$ cat config.mk
export PLATFORM = sky130hd
export DESIGN_NAME = eth_kv_map_loader
export DESIGN_NICKNAME = d
export VERILOG_FILES = /design/src/rtl/eth_kv_map_loader.sv
export SDC_FILE = /design/constraint.sdc
export NUM_CORES = 1
export LEC_CHECK = 0
export ABC_AREA = 1
export BUFFER_PORTS_ARGS = -buffer_cell sky130_fd_sc_hd__buf_2
export CORE_ASPECT_RATIO = 0.6
export CORE_UTILIZATION = 40
export CTS_CLUSTER_SIZE = 30
export DETAILED_ROUTE_END_ITERATION = 6
export HOLD_SLACK_MARGIN = 0.02
export PLACE_DENSITY = 0.77
export SETUP_SLACK_MARGIN = 0.02
export SLEW_MARGIN = 20
export SYNTH_ARGS = -nofsm -noshare
export SYNTH_HDL_FRONTEND = slang
export SYNTH_SLANG_ARGS = --single-unit
$ cat constraint.sdc
create_clock -name bus_clk -period 2.1 [get_ports bus_clk]
set_input_delay 0.21 -clock bus_clk [delete_from_list [all_inputs] [get_ports bus_clk]]
set_output_delay 0.21 -clock bus_clk [all_outputs]
set_load 0.02 [all_outputs]
$ cat src/rtl/eth_kv_map_loader.sv
// Programs one transport-adapter RX key-value map entry per handshake: polls the
// KV busy flag over the register port, then issues the five KV writes ending with CFG.
module eth_kv_map_loader #(
  parameter int                    REG_AWIDTH     = 14,
  parameter logic [REG_AWIDTH-1:0] ADDR_KV_MAC_LO = 14'h1010,
  parameter logic [REG_AWIDTH-1:0] ADDR_KV_MAC_HI = 14'h1014,
  parameter logic [REG_AWIDTH-1:0] ADDR_KV_IP     = 14'h1018,
  parameter logic [REG_AWIDTH-1:0] ADDR_KV_UDP    = 14'h101C,
  parameter logic [REG_AWIDTH-1:0] ADDR_KV_CFG    = 14'h1020,
  parameter int                    POLL_MAX       = 1024,
  parameter int                    RD_TIMEOUT     = 16
) (
  input  logic                  bus_clk,
  input  logic                  bus_rst_n,
  input  logic                  s_valid,
  output logic                  s_ready,
  input  logic [47:0]           s_mac,
  input  logic [31:0]           s_ip,
  input  logic [15:0]           s_udp,
  input  logic [15:0]           s_epid,
  input  logic                  s_raw_udp,
  output logic                  reg_wr_req,
  output logic [REG_AWIDTH-1:0] reg_wr_addr,
  output logic [31:0]           reg_wr_data,
  output logic                  reg_rd_req,
  output logic [REG_AWIDTH-1:0] reg_rd_addr,
  input  logic                  reg_rd_resp,
  input  logic [31:0]           reg_rd_data,
  output logic                  busy,
  output logic                  done,
  output logic                  err,
  output logic [15:0]           entry_count,
  output logic [15:0]           err_count
);

  localparam int PCW = $clog2(POLL_MAX + 1);
  localparam int TCW = $clog2(RD_TIMEOUT);
  localparam logic [PCW-1:0] POLL_LAST = PCW'(POLL_MAX);
  localparam logic [TCW-1:0] TMO_LAST  = TCW'(RD_TIMEOUT - 1);

  typedef enum logic [2:0] {
    IDLE, POLL_REQ, POLL_WAIT, WR_MAC_LO, WR_MAC_HI, WR_IP, WR_UDP, WR_CFG
  } state_t;

  state_t          state_reg, state_next;
  logic [PCW-1:0]  poll_cnt_reg, poll_cnt_next;
  logic [TCW-1:0]  timer_reg, timer_next;
  logic [47:0]     mac_reg;
  logic [31:0]     ip_reg;
  logic [15:0]     udp_reg, epid_reg;
  logic            raw_reg;
  logic            take, abort;

  logic                  s_ready_reg, s_ready_next;
  logic                  busy_reg, busy_next;
  logic                  done_reg, done_next;
  logic                  err_reg, err_next;
  logic                  wr_req_reg, wr_req_next;
  logic [REG_AWIDTH-1:0] wr_addr_reg, wr_addr_next;
  logic [31:0]           wr_data_reg, wr_data_next;
  logic                  rd_req_reg, rd_req_next;
  logic [REG_AWIDTH-1:0] rd_addr_reg, rd_addr_next;
  logic [15:0]           entry_cnt_reg, entry_cnt_next;
  logic [15:0]           err_cnt_reg, err_cnt_next;

  // Only the busy flag of the CFG readback matters.
  logic unused_rd_bits;
  assign unused_rd_bits = ^reg_rd_data[30:0];

  always_ff @(posedge bus_clk or negedge bus_rst_n) begin
    if (!bus_rst_n) begin
      state_reg     <= IDLE;
      poll_cnt_reg  <= '0;
      timer_reg     <= '0;
      mac_reg       <= '0;
      ip_reg        <= '0;
      udp_reg       <= '0;
      epid_reg      <= '0;
      raw_reg       <= 1'b0;
      s_ready_reg   <= 1'b0;
      busy_reg      <= 1'b0;
      done_reg      <= 1'b0;
      err_reg       <= 1'b0;
      wr_req_reg    <= 1'b0;
      wr_addr_reg   <= '0;
      wr_data_reg   <= '0;
      rd_req_reg    <= 1'b0;
      rd_addr_reg   <= '0;
      entry_cnt_reg <= '0;
      err_cnt_reg   <= '0;
    end else begin
      state_reg     <= state_next;
      poll_cnt_reg  <= poll_cnt_next;
      timer_reg     <= timer_next;
      if (take) begin
        mac_reg  <= s_mac;
        ip_reg   <= s_ip;
        udp_reg  <= s_udp;
        epid_reg <= s_epid;
        raw_reg  <= s_raw_udp;
      end
      s_ready_reg   <= s_ready_next;
      busy_reg      <= busy_next;
      done_reg      <= done_next;
      err_reg       <= err_next;
      wr_req_reg    <= wr_req_next;
      wr_addr_reg   <= wr_addr_next;
      wr_data_reg   <= wr_data_next;
      rd_req_reg    <= rd_req_next;
      rd_addr_reg   <= rd_addr_next;
      entry_cnt_reg <= entry_cnt_next;
      err_cnt_reg   <= err_cnt_next;
    end
  end

  always_comb begin
    state_next    = state_reg;
    poll_cnt_next = poll_cnt_reg;
    timer_next    = timer_reg;
    take          = 1'b0;
    abort         = 1'b0;
    case (state_reg)
      IDLE: begin
        // s_ready is registered, so the first cycle after reset refuses entries.
        if (s_valid && s_ready_reg) begin
          take          = 1'b1;
          poll_cnt_next = '0;
          state_next    = POLL_REQ;
        end
      end
      POLL_REQ: begin
        poll_cnt_next = poll_cnt_reg + PCW'(1);
        timer_next    = '0;
        state_next    = POLL_WAIT;
      end
      POLL_WAIT: begin
        if (reg_rd_resp) begin
          if (!reg_rd_data[31])            state_next = WR_MAC_LO;
          else if (poll_cnt_reg == POLL_LAST) abort = 1'b1;
          else                             state_next = POLL_REQ;
        end else if (timer_reg == TMO_LAST) begin
          abort = 1'b1;
        end else begin
          timer_next = timer_reg + TCW'(1);
        end
        if (abort) state_next = IDLE;
      end
      WR_MAC_LO: state_next = WR_MAC_HI;
      WR_MAC_HI: state_next = WR_IP;
      WR_IP:     state_next = WR_UDP;
      WR_UDP:    state_next = WR_CFG;
      WR_CFG:    state_next = IDLE;
      default:   state_next = IDLE;
    endcase
  end

  // Outputs are registered copies of what the next state will present.
  always_comb begin
    s_ready_next = (state_next == IDLE);
    busy_next    = (state_next != IDLE);
    done_next    = (state_reg == WR_CFG);
    err_next     = abort;
    rd_req_next  = (state_next == POLL_REQ);
    rd_addr_next = rd_req_next ? ADDR_KV_CFG : rd_addr_reg;
    wr_req_next  = 1'b0;
    wr_addr_next = wr_addr_reg;
    wr_data_next = wr_data_reg;
    case (state_next)
      WR_MAC_LO: begin
        wr_req_next  = 1'b1;
        wr_addr_next = ADDR_KV_MAC_LO;
        wr_data_next = mac_reg[31:0];
      end
      WR_MAC_HI: begin
        wr_req_next  = 1'b1;
        wr_addr_next = ADDR_KV_MAC_HI;
        wr_data_next = {16'b0, mac_reg[47:32]};
      end
      WR_IP: begin
        wr_req_next  = 1'b1;
        wr_addr_next = ADDR_KV_IP;
        wr_data_next = ip_reg;
      end
      WR_UDP: begin
        wr_req_next  = 1'b1;
        wr_addr_next = ADDR_KV_UDP;
        wr_data_next = {16'b0, udp_reg};
      end
      WR_CFG: begin
        wr_req_next  = 1'b1;
        wr_addr_next = ADDR_KV_CFG;
        wr_data_next = {15'b0, raw_reg, epid_reg};
      end
      default: ;
    endcase
    entry_cnt_next = entry_cnt_reg + 16'(done_next);
    err_cnt_next   = (err_next && (err_cnt_reg != 16'hFFFF)) ? err_cnt_reg + 16'd1 : err_cnt_reg;
  end

  assign s_ready     = s_ready_reg;
  assign busy        = busy_reg;
  assign done        = done_reg;
  assign err         = err_reg;
  assign reg_wr_req  = wr_req_reg;
  assign reg_wr_addr = wr_addr_reg;
  assign reg_wr_data = wr_data_reg;
  assign reg_rd_req  = rd_req_reg;
  assign reg_rd_addr = rd_addr_reg;
  assign entry_count = entry_cnt_reg;
  assign err_count   = err_cnt_reg;

endmodule

# Word level (Yosys, flattened, before mapping)
# Index checks and enable logic that the tools add are counted.
[classes] muxes=22 n_eq_ne=19 n_reduce_logical=11 n_addsub=4
[op_table] cell="32-bit one-hot mux with 5 select lines" count=1
[op_table] cell="14-bit one-hot mux with 5 select lines" count=1
[op_table] cell="3-bit == test, second input constant" count=8
[op_table] cell="3-bit one-hot mux with 8 select lines" count=1
[op_table] cell="11-bit one-hot mux with 2 select lines" count=1
[op_table] cell="16-bit by 1-bit adder with 16-bit output" count=1
[op_table] cell="16-bit by 1-bit adder with 16-bit output, second input constant" count=1
[op_table] cell="16-bit != test, second input constant" count=1
[op_table] cell="3-bit two-way mux" count=5
[op_table] cell="11-bit by 1-bit adder with 11-bit output, second input constant" count=1
[op_table] cell="11-bit == test, second input constant" count=1
[op_table] cell="11-bit two-way mux" count=1
[op_table] cell="3-bit by 2-bit == test with 1-bit output, second input constant" count=3
[op_table] cell="1-bit two-way mux" count=9
[op_table] cell="4-bit two-way mux" count=2
[op_table] cell="4-bit one-hot mux with 2 select lines" count=1
[op_table] cell="3-bit by 1-bit == test with 1-bit output, second input constant" count=2
[op_table] cell="3-bit logical NOT" count=2
[op_table] cell="2-bit != test, second input constant" count=3
[op_table] cell="5-bit nonzero test" count=1
[op_table] cell="5-bit OR reduction" count=1
[op_table] cell="4-bit by 1-bit adder with 4-bit output, second input constant" count=1
[op_table] cell="4-bit == test, second input constant" count=1
[op_table] cell="2-bit nonzero test" count=2
[op_table] cell="4 further kinds" count=5
[word_totals] regBits=216 elab_cells=75 in_bits=149 output_inout_bits=98

# Logic depth before layout (Yosys ltp)
# Gate-level depths: netlist (run 1).
[logic_depth] depth_word=10 ltp_mapped=15 ltp_nobuf=14

# Least setup slack after synthesis (run 1)
# OpenSTA, ideal clock, no wires.
[synth_timing] path_kind="flip-flop to flip-flop" from="register state_reg[2]" to="register entry_cnt_reg[14] (netlist: entry_count[14])" path_slack_ns=0.051 t_required_ns=2.020 arrival_ns=1.969 setup_ns=0.080 synth_period_minus_slack_ns=2.049 path_buffers=1 stages_incl_launch_ff=13 path_cell_list="dfrtp_1 -> buf_2 -> inv_2 -> nor2_1 -> ha_1 -> ha_1 -> nand3_1 -> nor3_1 -> nand3_1 -> nor2_1 -> nand3_1 -> nor2_1 -> xor2_1"
[synth_via] elab_chain_cells=2
[synth_lines] item="start, declared" line="45" text="state_t state_reg, state_next;"
[synth_lines] item="start signal, assigned" line="92" text="state_reg <= state_next;"
[synth_lines] item="3-bit == test" line="161" text="done_next = (state_reg == WR_CFG);"
[synth_lines] item="named net done_next" line="56" text="logic done_reg, done_next;"
[synth_lines] item="16-bit by 1-bit adder with 16-bit output" line="196" text="entry_cnt_next = entry_cnt_reg + 16'(done_next);"
[synth_lines] item="named net entry_cnt_next[14]" line="63" text="logic [15:0] entry_cnt_reg, entry_cnt_next;"
[synth_lines] item="end signal, assigned" line="111" text="entry_cnt_reg <= entry_cnt_next;"
[synth_lines] item="end, declared" line="63"
# The timed path passes the listed nets, and every way through them passes these cells.
# A chain may end at the register's enable or synchronous reset.

# Worst setup path after layout (run 1)
[layout_timing] from="register state_reg[0]" to="register entry_cnt_reg[14] (netlist: entry_count[14])"
# The elaborated chain is that of the path after synthesis.

==> impl_metrics.py, run 1 <==
metrics = {
    "outcome": {
        "status": "finished, final reports clean",
    },
    "die": {
        "ios": 247,
        "die_y_um": 120.2,
        "die_x_um": 198.9,
        "initial_utilization_pct": 41.47,
        "rows": 42,
        "die_area_sq_um": 23900,
        "coreArea_sq_um": 22440,
    },
    "critical_path": {
        "crit_fanout": 2,
        "start_kind": "register",
        "crit_type": "reg2reg",
        "worstPathArrival_ns": 2.45,
        "worstPathRequired_ns": 2.53,
        "critPathCaptureType": "register",
    },
    "clocking": {
        "cts_tree": "yes",
        "clock-sinks": 207,
        "clk_latency_ns": 0.50,
        "cts_buffers": 21,
        "cts-root-buf": "clkbuf_16",
        "clock_tree.buffer_depth": 3,
        "cts.htree.levels": 1,
        "cts.clk_slew.worst_paths_ns": 0.06,
    },
    "timing": {
        "min_period_ns": 2.026,
        "worst-slew-pin-transition_ns": 0.5353,
        "fin_crit_sh_pct": 96.48,
        "setup_violations": 0,
        "fmax_mhz": 493.6,
        "slew_viol_final": 0,
        "skew_ns": 0.01311,
        "hold_viol_final": 0,
        "hold_slack_ns": 0.05121,
        "rsz0062_at_grt": "yes",
        "relSlewSlack_pct": 64.31,
    },
    "detailed_routing": {
        "wl_met3_mm": 1.729,
        "vias": 8064,
        "maxUsedRoutingLayer": "met4",
        "drcViolationCount": 0,
        "wirelength_mm": 26.17,
        "drt_iter0_markers": 554,
        "ant_nets": 0,
        "routed-wl-met2_mm": 12.32,
        "routedWlPerCell_um": 15.86,
        "post_drt_via_cell_ratio": 4.887,
        "drt-met1-wl_mm": 11.52,
        "first_pass_iters": 6,
    },
    "final_layout": {
        "areaGrowthSynthToFinish_pct": 36.50,
        "fillers": 1945,
        "multiInputGateArea_sq_um": 3557,
        "largest_reg_flops": 48,
        "seqCellArea_sq_um": 5180,
        "final_util_pct": 56.61,
        "layoutNonFillerInstCount": 1650,
        "drive_gt1_share_pct": 26.17,
        "fin_nets": 1484,
    },
    "yosys": {
        "syn-instance-count": 1001,
        "synth_area_leaders": "dfrtp_1, nand2_1, mux2_2, a21oi_1, nor2_1",
        "ys_seq_elements": 207,
        "yosys.area.top_type": "dfrtp_1",
        "async_flop_share_pct": 100.0,
        "syn_avg_cell_area_sq_um": 9.297,
        "synthesis.area_sq_um": 9306,
        "yosys_most_used_dff": "dfrtp_1",
        "ys_types": 38,
        "yosysWarningCount": 0,
        "synth_top_area_share_pct": 55.66,
        "yosysSeqAreaShare_pct": 55.66,
        "synth_edf_count": 0,
    },
    "global_routing": {
        "grt_pass1_vias": 7969,
        "grt_antenna_before_repair": 1,
        "grt_max_degree": 82,
        "grt_pass1_wl_mm": 41.06,
        "overflow": 0,
        "grt_use_total_pct": 22.00,
    },
    "placed_design": {
        "io_buffer_count": 194,
        "placed_cells_incl_taps": 1497,
        "place_congestion": 0.8497,
        "dp_hpwl_mm": 16.61,
    },
    "pwr": {
        "pwr_density_cell_nw_per_um2": 1336,
        "peakVddDrop_mv": 0.6322,
        "leakage_nw": 6.534,
    },
    "job": {
        "maxCapViolCount": 0,
    },
    "worst_hold_path": {
        "holdCritPathClass": "in2reg",
    },
}
critical path, cell delays in order (launching register included):
cell and delay [ns]:
dfrtp_1 0.37, nand2_2 0.09, nor2_4 0.12, ha_2 0.21
ha_4 0.14, nand3_2 0.09, nor3_2 0.21, nand3_1 0.14
nor2_2 0.19, nand3_2 0.12, nor2_2 0.13, xor2_1 0.14
per-layer routing:
metal / vias to the layer above / track usage, %
met5: - / 0
met4: 0 / 5.481
met3: 52 / 5.312
met2: 268 / 35.45
met1: 3892 / 29.77
li1: 3852 / -
cells by family (layout without fill, tap and decap cells):
family,count (synthesis),count (layout),share of synthesized area (%)
and+or+nand+nor,403,403,18.23
other,1,22,0.04029
xor gates and xnor gates,30,30,2.823
muxes,50,50,6.050
DFF,207,207,55.66
buffers and inverters,163,483,7.878
AOI/OAI and AO/OA,141,141,8.510
adders and majority gates,6,6,0.8066
path summary, 6_finish.rpt:
check,slack (ns),startpoint,depth (start not counted),endpoint
max in group asynchronous,1.20,bus_rst_n,3,reg_rd_req
worst min register to register,0.47,timer_reg[3],1,timer_reg[3]
min in group asynchronous,0.22,bus_rst_n,2,poll_cnt_reg[6]
worst min-delay path,0.05,s_epid[1],3,epid_reg[1]
worst max register to register,0.07,state_reg[0],11,entry_count[14]
worst max-delay path,0.07,state_reg[0],11,entry_count[14]
cell type report:
| class | count | share of cell area, % |
|---|---|---|
| Inverter | 98 | 2.896 |
| Clock inverter | 5 | 0.4235 |
| Multi-Input combinational cell | 651 | 28.00 |
| Antenna cell | 1 | 0.01970 |
| Tap cell | 308 | 3.034 |
| Clock buffer | 30 | 4.797 |
| Timing Repair Buffer | 350 | 20.05 |
| Sequential cell | 207 | 40.78 |
per-stage QoR:
| step | instance area, sq um | setup WS (ns) | total power (W) | setup TNS [ns] |
|---|---|---|---|---|
| 6_report | 12700 | 0.07394 | 0.01698 | 0 |
| 5_1_grt | 12700 | -0.05809 | 0.01820 | -0.1026 |
| 4_1_cts | 12570 | 0.05290 | 0.01672 | 0 |
| 3_5_place_dp | 10770 | -0.03180 | 0.01283 | -0.03180 |
| 3_3_place_gp | 10770 | -0.04372 | 0.01256 | -0.04372 |
| 2_1_floorplan | 9382 | 0.05128 | 0.01065 | 0 |
repair_timing:
item                                    CTS  global route
gates resized for setup                   1            25
gates cloned                              0             1
endpoints found under the setup margin    1            51
buffers inserted                          0             3
pin swaps                                 0             8
hold buffers                            113             0
endpoints found under the hold margin   158             0
cells in the final DEF (no fill, tap or decap), types with 2 or more instances in the layout:
cell	n
o21bai_1	2
nor3_2	2
nand2_2	3
nand2_1	200
clkbuf_16	22
buf_6	2
o21ai_0	33
buf_12	7
or2_2	2
o31ai_1	2
nand2_4	4
o22ai_1	5
nor3_1	4
ha_1	4
nor2_2	8
nand4_1	5
xnor2_1	12
nor2_1	96
dlygate4sd3_1	113
clkbuf_8	5
a221oi_1	8
inv_1	93
clkbuf_1	4
mux2_2	50
clkinv_2	3
a21oi_1	79
nand3_2	2
buf_2	193
xor2_1	18
dfrtp_1	207
inv_2	5
o221ai_1	6
nand3_1	71
buf_4	33
a211oi_1	2
conb_1	21
synth_stat cells (2+ instances only):
cell	count
dfrtp_1	207
nand2_1	205
nor2_1	101
inv_1	95
a21oi_1	79
nand3_1	73
mux2_2	50
o21ai_0	34
buf_4	26
clkbuf_1	18
xor2_1	18
buf_2	13
xnor2_1	12
a221oi_1	8
buf_1	7
ha_1	6
nor3_1	6
o221ai_1	6
nand4_1	5
o22ai_1	5
nor2_2	4
inv_2	3
a211oi_1	2
o21bai_1	2
o31ai_1	2
or2_2	2
where the power goes:
group	internal (W)	switching [W]	total, W
Sequential	0.00559	0.000855	0.00644
Combinational	0.00276	0.00413	0.00688
Clock	0.00213	0.00151	0.00365
Total	0.0105	0.00650	0.0170
Power figures use the tool's default switching activity.
==> inputs of run 2 (changes only) <==
--- a/config.mk
+++ b/config.mk
@@ -11,8 +11,9 @@
 export CORE_UTILIZATION = 40
 export CTS_CLUSTER_SIZE = 30
 export DETAILED_ROUTE_END_ITERATION = 6
+export GPL_ROUTABILITY_DRIVEN = 0
 export HOLD_SLACK_MARGIN = 0.02
-export PLACE_DENSITY = 0.77
+export PLACE_DENSITY = 0.74
 export SETUP_SLACK_MARGIN = 0.02
 export SLEW_MARGIN = 20
 export SYNTH_ARGS = -nofsm -noshare
==> constraint.sdc (replaced) <==
create_clock -name bus_clk -period 2 [get_ports bus_clk]
set_input_delay 0.2 -clock bus_clk [delete_from_list [all_inputs] [get_ports bus_clk]]
set_output_delay 0.2 -clock bus_clk [all_outputs]
set_load 0.02 [all_outputs]
==> run 2 against run 1 <==
Register-to-register slack improved by 0.02 ns. Wire length increased by 5.4%. Critical path type unchanged. Design area increased by 5.3%. Final cell count increased by 2.1%. Hold slack improved by 0.13 ns. Die area unchanged.
==> impl_metrics.py, run 2 (synthesis gave the netlist of run 1 again) <==
metrics = {
    "die": {
        "initial_utilization_pct": 41.47,
        "die_y_um": 120.2,
        "ios": 247,
        "die_area_sq_um": 23900,
        "die_x_um": 198.9,
        "rows": 42,
        "coreArea_sq_um": 22440,
    },
    "pwr": {
        "seq_power_share_pct": 34.3,
        "combPwrFrac_pct": 45.1,
        "totalPowerFinal_w": 0.01968,
        "switching_share_pct": 38.43,
        "peakVddDrop_mv": 0.8775,
        "pwr-share-clk_pct": 20.6,
        "intPower_w": 0.01211,
        "power_switching_w": 0.007561,
        "leakage_nw": 6.901,
        "pwr_density_cell_nw_per_um2": 1470,
    },
    "placed_design": {
        "post-place-ws_ns": -0.1136,
        "placed_cells_incl_taps": 1513,
        "dp_hpwl_mm": 16.63,
        "io_buffer_count": 194,
    },
    "critical_path": {
        "rr_worst_depth": 11,
        "startpoint": "state_reg[1]",
        "crit_type": "reg2reg",
        "timing.rr.start": "state_reg[1]",
        "critPathCaptureType": "register",
        "start_kind": "register",
        "reg2reg_to": "entry_count[11]",
        "ff2ff_setup_slack_ns": 0.09,
        "worstPathRequired_ns": 2.43,
        "crit_fanout": 3,
        "worstPathArrival_ns": 2.34,
        "setup.worst_path.end": "entry_count[11]",
    },
    "detailed_routing": {
        "wirelength_mm": 27.58,
        "post_drt_via_cell_ratio": 4.936,
        "drt_iter0_markers": 523,
        "vias": 8312,
        "drcViolationCount": 0,
        "first_pass_iters": 7,
        "ant_nets": 0,
        "routedWlPerCell_um": 16.38,
    },
    "final_layout": {
        "areaGrowthSynthToFinish_pct": 43.80,
        "final_cell_mix": "dfrtp_1, buf_2, nand2_1",
        "final_common_cell": "dfrtp_1",
        "largest_reg_flops": 48,
        "fin_nets": 1518,
        "drive_gt1_share_pct": 31.25,
        "n_antenna_cell": 0,
        "fillers": 1866,
        "layoutNonFillerInstCount": 1684,
    },
    "global_routing": {
        "overflow": 0,
        "grt_use_total_pct": 22.24,
        "grt_use_met3_pct": 3.485,
        "use_met1_pct": 31.40,
        "grt_max_degree": 84,
        "grt_antenna_before_repair": 0,
        "grt_pass1_vias": 8005,
        "grt_use_met2_pct": 35.64,
        "grt_pass1_wl_mm": 41.70,
        "top_usage_layer": "met2",
    },
    "timing": {
        "hold_viol_final": 0,
        "setup_slack_ns": 0.08989,
        "hold_slack_ns": 0.1792,
        "slew_viol_final": 0,
        "relSlewSlack_pct": 59.36,
        "min_period_ns": 1.910,
        "setup_violations": 0,
        "worst-slew-pin-transition_ns": 0.6096,
        "fmax_mhz": 523.5,
        "fin_crit_sh_pct": 95.51,
        "rsz0062_at_grt": "yes",
        "skew_ns": 0.01454,
    },
    "job": {
        "maxCapViolCount": 0,
    },
    "clocking": {
        "cts_tree": "yes",
        "cts-root-buf": "clkbuf_16",
        "cts.clk_slew.worst_paths_ns": 0.07,
        "clock_tree.buffer_depth": 3,
        "cts.htree.levels": 1,
        "clk_latency_ns": 0.50,
        "cts_buffers": 20,
        "clock-sinks": 207,
    },
    "worst_hold_path": {
        "holdCritPathClass": "in2reg",
    },
    "outcome": {
        "status": "finished, final reports clean",
    },
}
run 2: changes by cell type in the layout (fill, tap and decap cells not counted), moves of 4 or more:
cell and delta:
nor2_4 +4, nand2_4 +4, buf_4 +25, nand2_1 -30
nand3_1 -5, nand3_2 +4, clkbuf_16 +4, nand2_2 +24
run 2: routing by layer:
| layer | vias up | routed length (um) |
|---|---|---|
| met4 | 0 | 552 |
| met5 | - | 0 |
| met3 | 49 | 1527 |
| met2 | 283 | 12970 |
| met1 | 4042 | 12540 |
| li1 | 3938 | - |
run 2: power groups by stage:
stage / clock network [W] / registers, W / logic [W]
after floorplan: 0 / 0.00710 / 0.00408
after global placement: 0 / 0.00669 / 0.00675
after detailed placement: 0 / 0.00675 / 0.00698
after CTS: 0.00413 / 0.00671 / 0.00741
after global routing: 0.00432 / 0.00693 / 0.00971
final: 0.00406 / 0.00675 / 0.00887
run 2: worst min-delay path by stage:
stage	startpoint	end	slack, ns	depth (start not counted)
6_report	reg_rd_resp	state_reg[0]	0.18	4
5_1_grt	reg_rd_resp	state_reg[0]	0.19	4
4_1_cts	reg_rd_resp	state_reg[0]	0.15	4
3_5_place_dp	bus_rst_n	epid_reg[1]	0.25	1
3_3_place_gp	bus_rst_n	poll_cnt_reg[9]	0.25	1
2_1_floorplan	bus_rst_n	busy	-0.1	0
run 2: cell type report:
type                       instances  area, sq um  area share [%]
timing repair buffer             385         2959           22.11
multi-input combinational        651         3787           28.30
sequential                       207         5180           38.71
clock inverter                     4        70.07          0.5236
clock buffer                      31        633.1           4.731
tap                              308        385.4           2.880
inverter                          98        367.9           2.749
run 2: worst max-delay path, stage by stage (launching register included):
cell and delay, ns:
dfrtp_1 0.36, nand2_2 0.09, nor2_4 0.12, ha_4 0.17, buf_6 0.10, nand3_4 0.08
nor2_4 0.12, nand4_1 0.17, buf_4 0.20, nor3_4 0.14, buf_4 0.14, xor2_1 0.14
run 2: metrics by stage:
step / instance area [sq um] / utilization, % / TNS [ns]
final: 13380 / 59.64 / 0
after global routing: 13380 / 59.64 / -0.2625
after CTS: 12870 / 57.38 / -0.01731
after detailed placement: 10930 / 48.72 / -0.1462
after global placement: 10930 / 48.72 / -0.04905
after floorplan: 9387 / - / 0
run 2: what timing repair did:
item | in CTS | in global routing
endpoints found under the setup margin | 27 | 62
pin swaps | 9 | 22
gates cloned | 1 | 6
setup buffers | 1 | 15
endpoints found under the hold margin | 173 | 0
hold buffers | 114 | 0
resized for setup | 16 | 71
==> inputs of run 3 (changes only) <==
--- a/config.mk
+++ b/config.mk
@@ -14,7 +14,7 @@
 export GPL_ROUTABILITY_DRIVEN = 0
 export HOLD_SLACK_MARGIN = 0.02
 export PLACE_DENSITY = 0.74
-export SETUP_SLACK_MARGIN = 0.02
+export SETUP_SLACK_MARGIN = 0.2
 export SLEW_MARGIN = 20
 export SYNTH_ARGS = -nofsm -noshare
 export SYNTH_HDL_FRONTEND = slang
==> run 3 against run 2 <==
Combinational power down 2%. Clock skew grew 0.0017 ns. Setup slack better by 0.055 ns. Hold slack gained 0.029 ns. Utilization is 0.050 points lower. Design area is essentially flat.
==> impl_metrics.py, run 3 (synthesis gave the netlist of run 1 again) <==
metrics = {
    "clocking": {
        "cts_buffers": 21,
        "cts-root-buf": "clkbuf_16",
        "clock-sinks": 207,
        "cts.htree.levels": 1,
        "cts_tree": "yes",
        "clk_latency_ns": 0.51,
        "clock_tree.buffer_depth": 3,
        "cts.clk_slew.worst_paths_ns": 0.06,
    },
    "critical_path": {
        "worstPathArrival_ns": 2.30,
        "start_kind": "register",
        "timing.rr.start": "poll_cnt_reg[1]",
        "reg2reg_to": "reg_wr_data[15]",
        "crit_type": "reg2reg",
        "worstPathRequired_ns": 2.45,
        "crit_fanout": 18,
        "ff2ff_setup_slack_ns": 0.14,
        "critPathCaptureType": "register",
        "rr_worst_depth": 14,
    },
    "placed_design": {
        "dp_hpwl_mm": 16.85,
        "post_dp_cell_area_sq_um": 10930,
        "io_buffer_count": 194,
    },
    "global_routing": {
        "grt_max_degree": 71,
        "overflow": 0,
        "grt_pass1_wl_mm": 42.57,
        "grt_pass1_vias": 8207,
        "grt_use_total_pct": 22.92,
        "grt_antenna_before_repair": 0,
    },
    "detailed_routing": {
        "ant_nets": 0,
        "drt_iter0_markers": 485,
        "post_drt_via_cell_ratio": 4.959,
        "drcViolationCount": 0,
        "first_pass_iters": 5,
        "routedWlPerCell_um": 16.64,
        "vias": 8346,
        "wirelength_mm": 28.01,
    },
    "final_layout": {
        "finalInstanceArea_sq_um": 13370,
        "drive_gt1_share_pct": 30.79,
        "fin_nets": 1515,
        "largest_reg_flops": 48,
        "final_common_cell": "dfrtp_1",
        "final_util_pct": 59.59,
        "areaGrowthSynthToFinish_pct": 43.68,
        "final_cell_mix": "dfrtp_1, buf_2, nand2_1",
    },
    "timing": {
        "fin_crit_sh_pct": 92.75,
        "setup_violations": 0,
        "rsz0062_at_grt": "yes",
        "min_period_ns": 1.855,
        "hold_viol_final": 0,
        "slew_viol_final": 0,
        "hold_slack_ns": 0.2079,
        "skew_ns": 0.01626,
        "fmax_mhz": 539.1,
        "tns_ns": 0,
    },
    "pwr": {
        "pwr_density_cell_nw_per_um2": 1458,
        "peakVddDrop_mv": 0.7744,
        "totalPowerFinal_w": 0.01949,
        "leakage_nw": 6.839,
    },
    "worst_hold_path": {
        "holdCritPathClass": "in2reg",
        "min_delay_path_depth": 4,
        "min_from": "reg_rd_resp",
        "hold_end": "state_reg[0]",
    },
    "die": {
        "ios": 247,
        "die_area_sq_um": 23900,
        "coreArea_sq_um": 22440,
        "initial_utilization_pct": 41.47,
        "die_y_um": 120.2,
        "die_x_um": 198.9,
        "rows": 42,
    },
    "outcome": {
        "status": "finished, final reports clean",
    },
    "job": {
        "maxCapViolCount": 0,
    },
}
## run 3: cell count changes in the layout (fill, tap and decap cells not counted), sizes merged
cell	delta
diode	+1
clkbuf	-4
clkinv	+2
buf	-2
nand2	+1
inv	+1
## run 3: how the worst max path moves through the flow
stage                            endpoint             from  cells past startpoint  slack (ns)
after global placement    entry_count[14]     state_reg[1]                     11        0.10
after global routing      reg_wr_data[21]  poll_cnt_reg[0]                     14     -0.0003
after floorplan           entry_count[14]     state_reg[0]                     11        0.05
final                     reg_wr_data[15]  poll_cnt_reg[1]                     14        0.14
after detailed placement  entry_count[14]     state_reg[0]                     11       -0.01
after CTS                 entry_count[14]     state_reg[0]                     11        0.15
## run 3: metrics by stage
step           setup WS, ns  instances
2_1_floorplan       0.04664       1021
3_3_place_gp         0.1008       1506
3_5_place_dp       -0.01095       1506
4_1_cts              0.1512       1673
5_1_grt          -0.0002884       1682
6_report             0.1449       1683
## run 3: report_power, final
group / total [W] / internal, W / switching [W]
Sequential: 0.00679 / 0.00587 / 0.000919
Clock: 0.00399 / 0.00232 / 0.00167
Combinational: 0.00871 / 0.00369 / 0.00502
Total: 0.0195 / 0.0119 / 0.00761
## run 3: layout make-up
type	count	area, sq um
diodes	1	2.502
clock buffers	30	589.3
clock inverters	7	92.59
fillers	1844	9067
inverters	98	367.9
multi-input cells	652	3824
flip-flops and latches	207	5182
well taps	308	385.4
repair buffers	380	2928
## run 3: per-layer routing
layer | part of all wire [%] | global-route usage (%)
met2 | 46 | 35.71
met3 | 6.4 | 5.368
met4 | 2.1 | 5.577
met5 | 0 | 0
met1 | 45 | 32.21
## run 3: worst max-delay path: stages (launching register included)
cell	delay, ns
dfrtp_1	0.40
inv_2	0.08
ha_4	0.12
nand2_2	0.05
inv_2	0.07
nand3_2	0.06
o21bai_1	0.17
nand3_1	0.11
nand2_1	0.10
nand2_2	0.08
nand2_4	0.11
buf_6	0.13
buf_12	0.14
nand3_1	0.07
nand2_1	0.08
## run 3: repair_timing
action / CTS / global route
setup endpoints to repair: 57 / 87
cloned: 3 / 3
hold buffers: 114 / 0
setup buffers: 13 / 6
resized for setup: 36 / 53
pin swaps: 11 / 22
endpoints found under the hold margin: 161 / 0
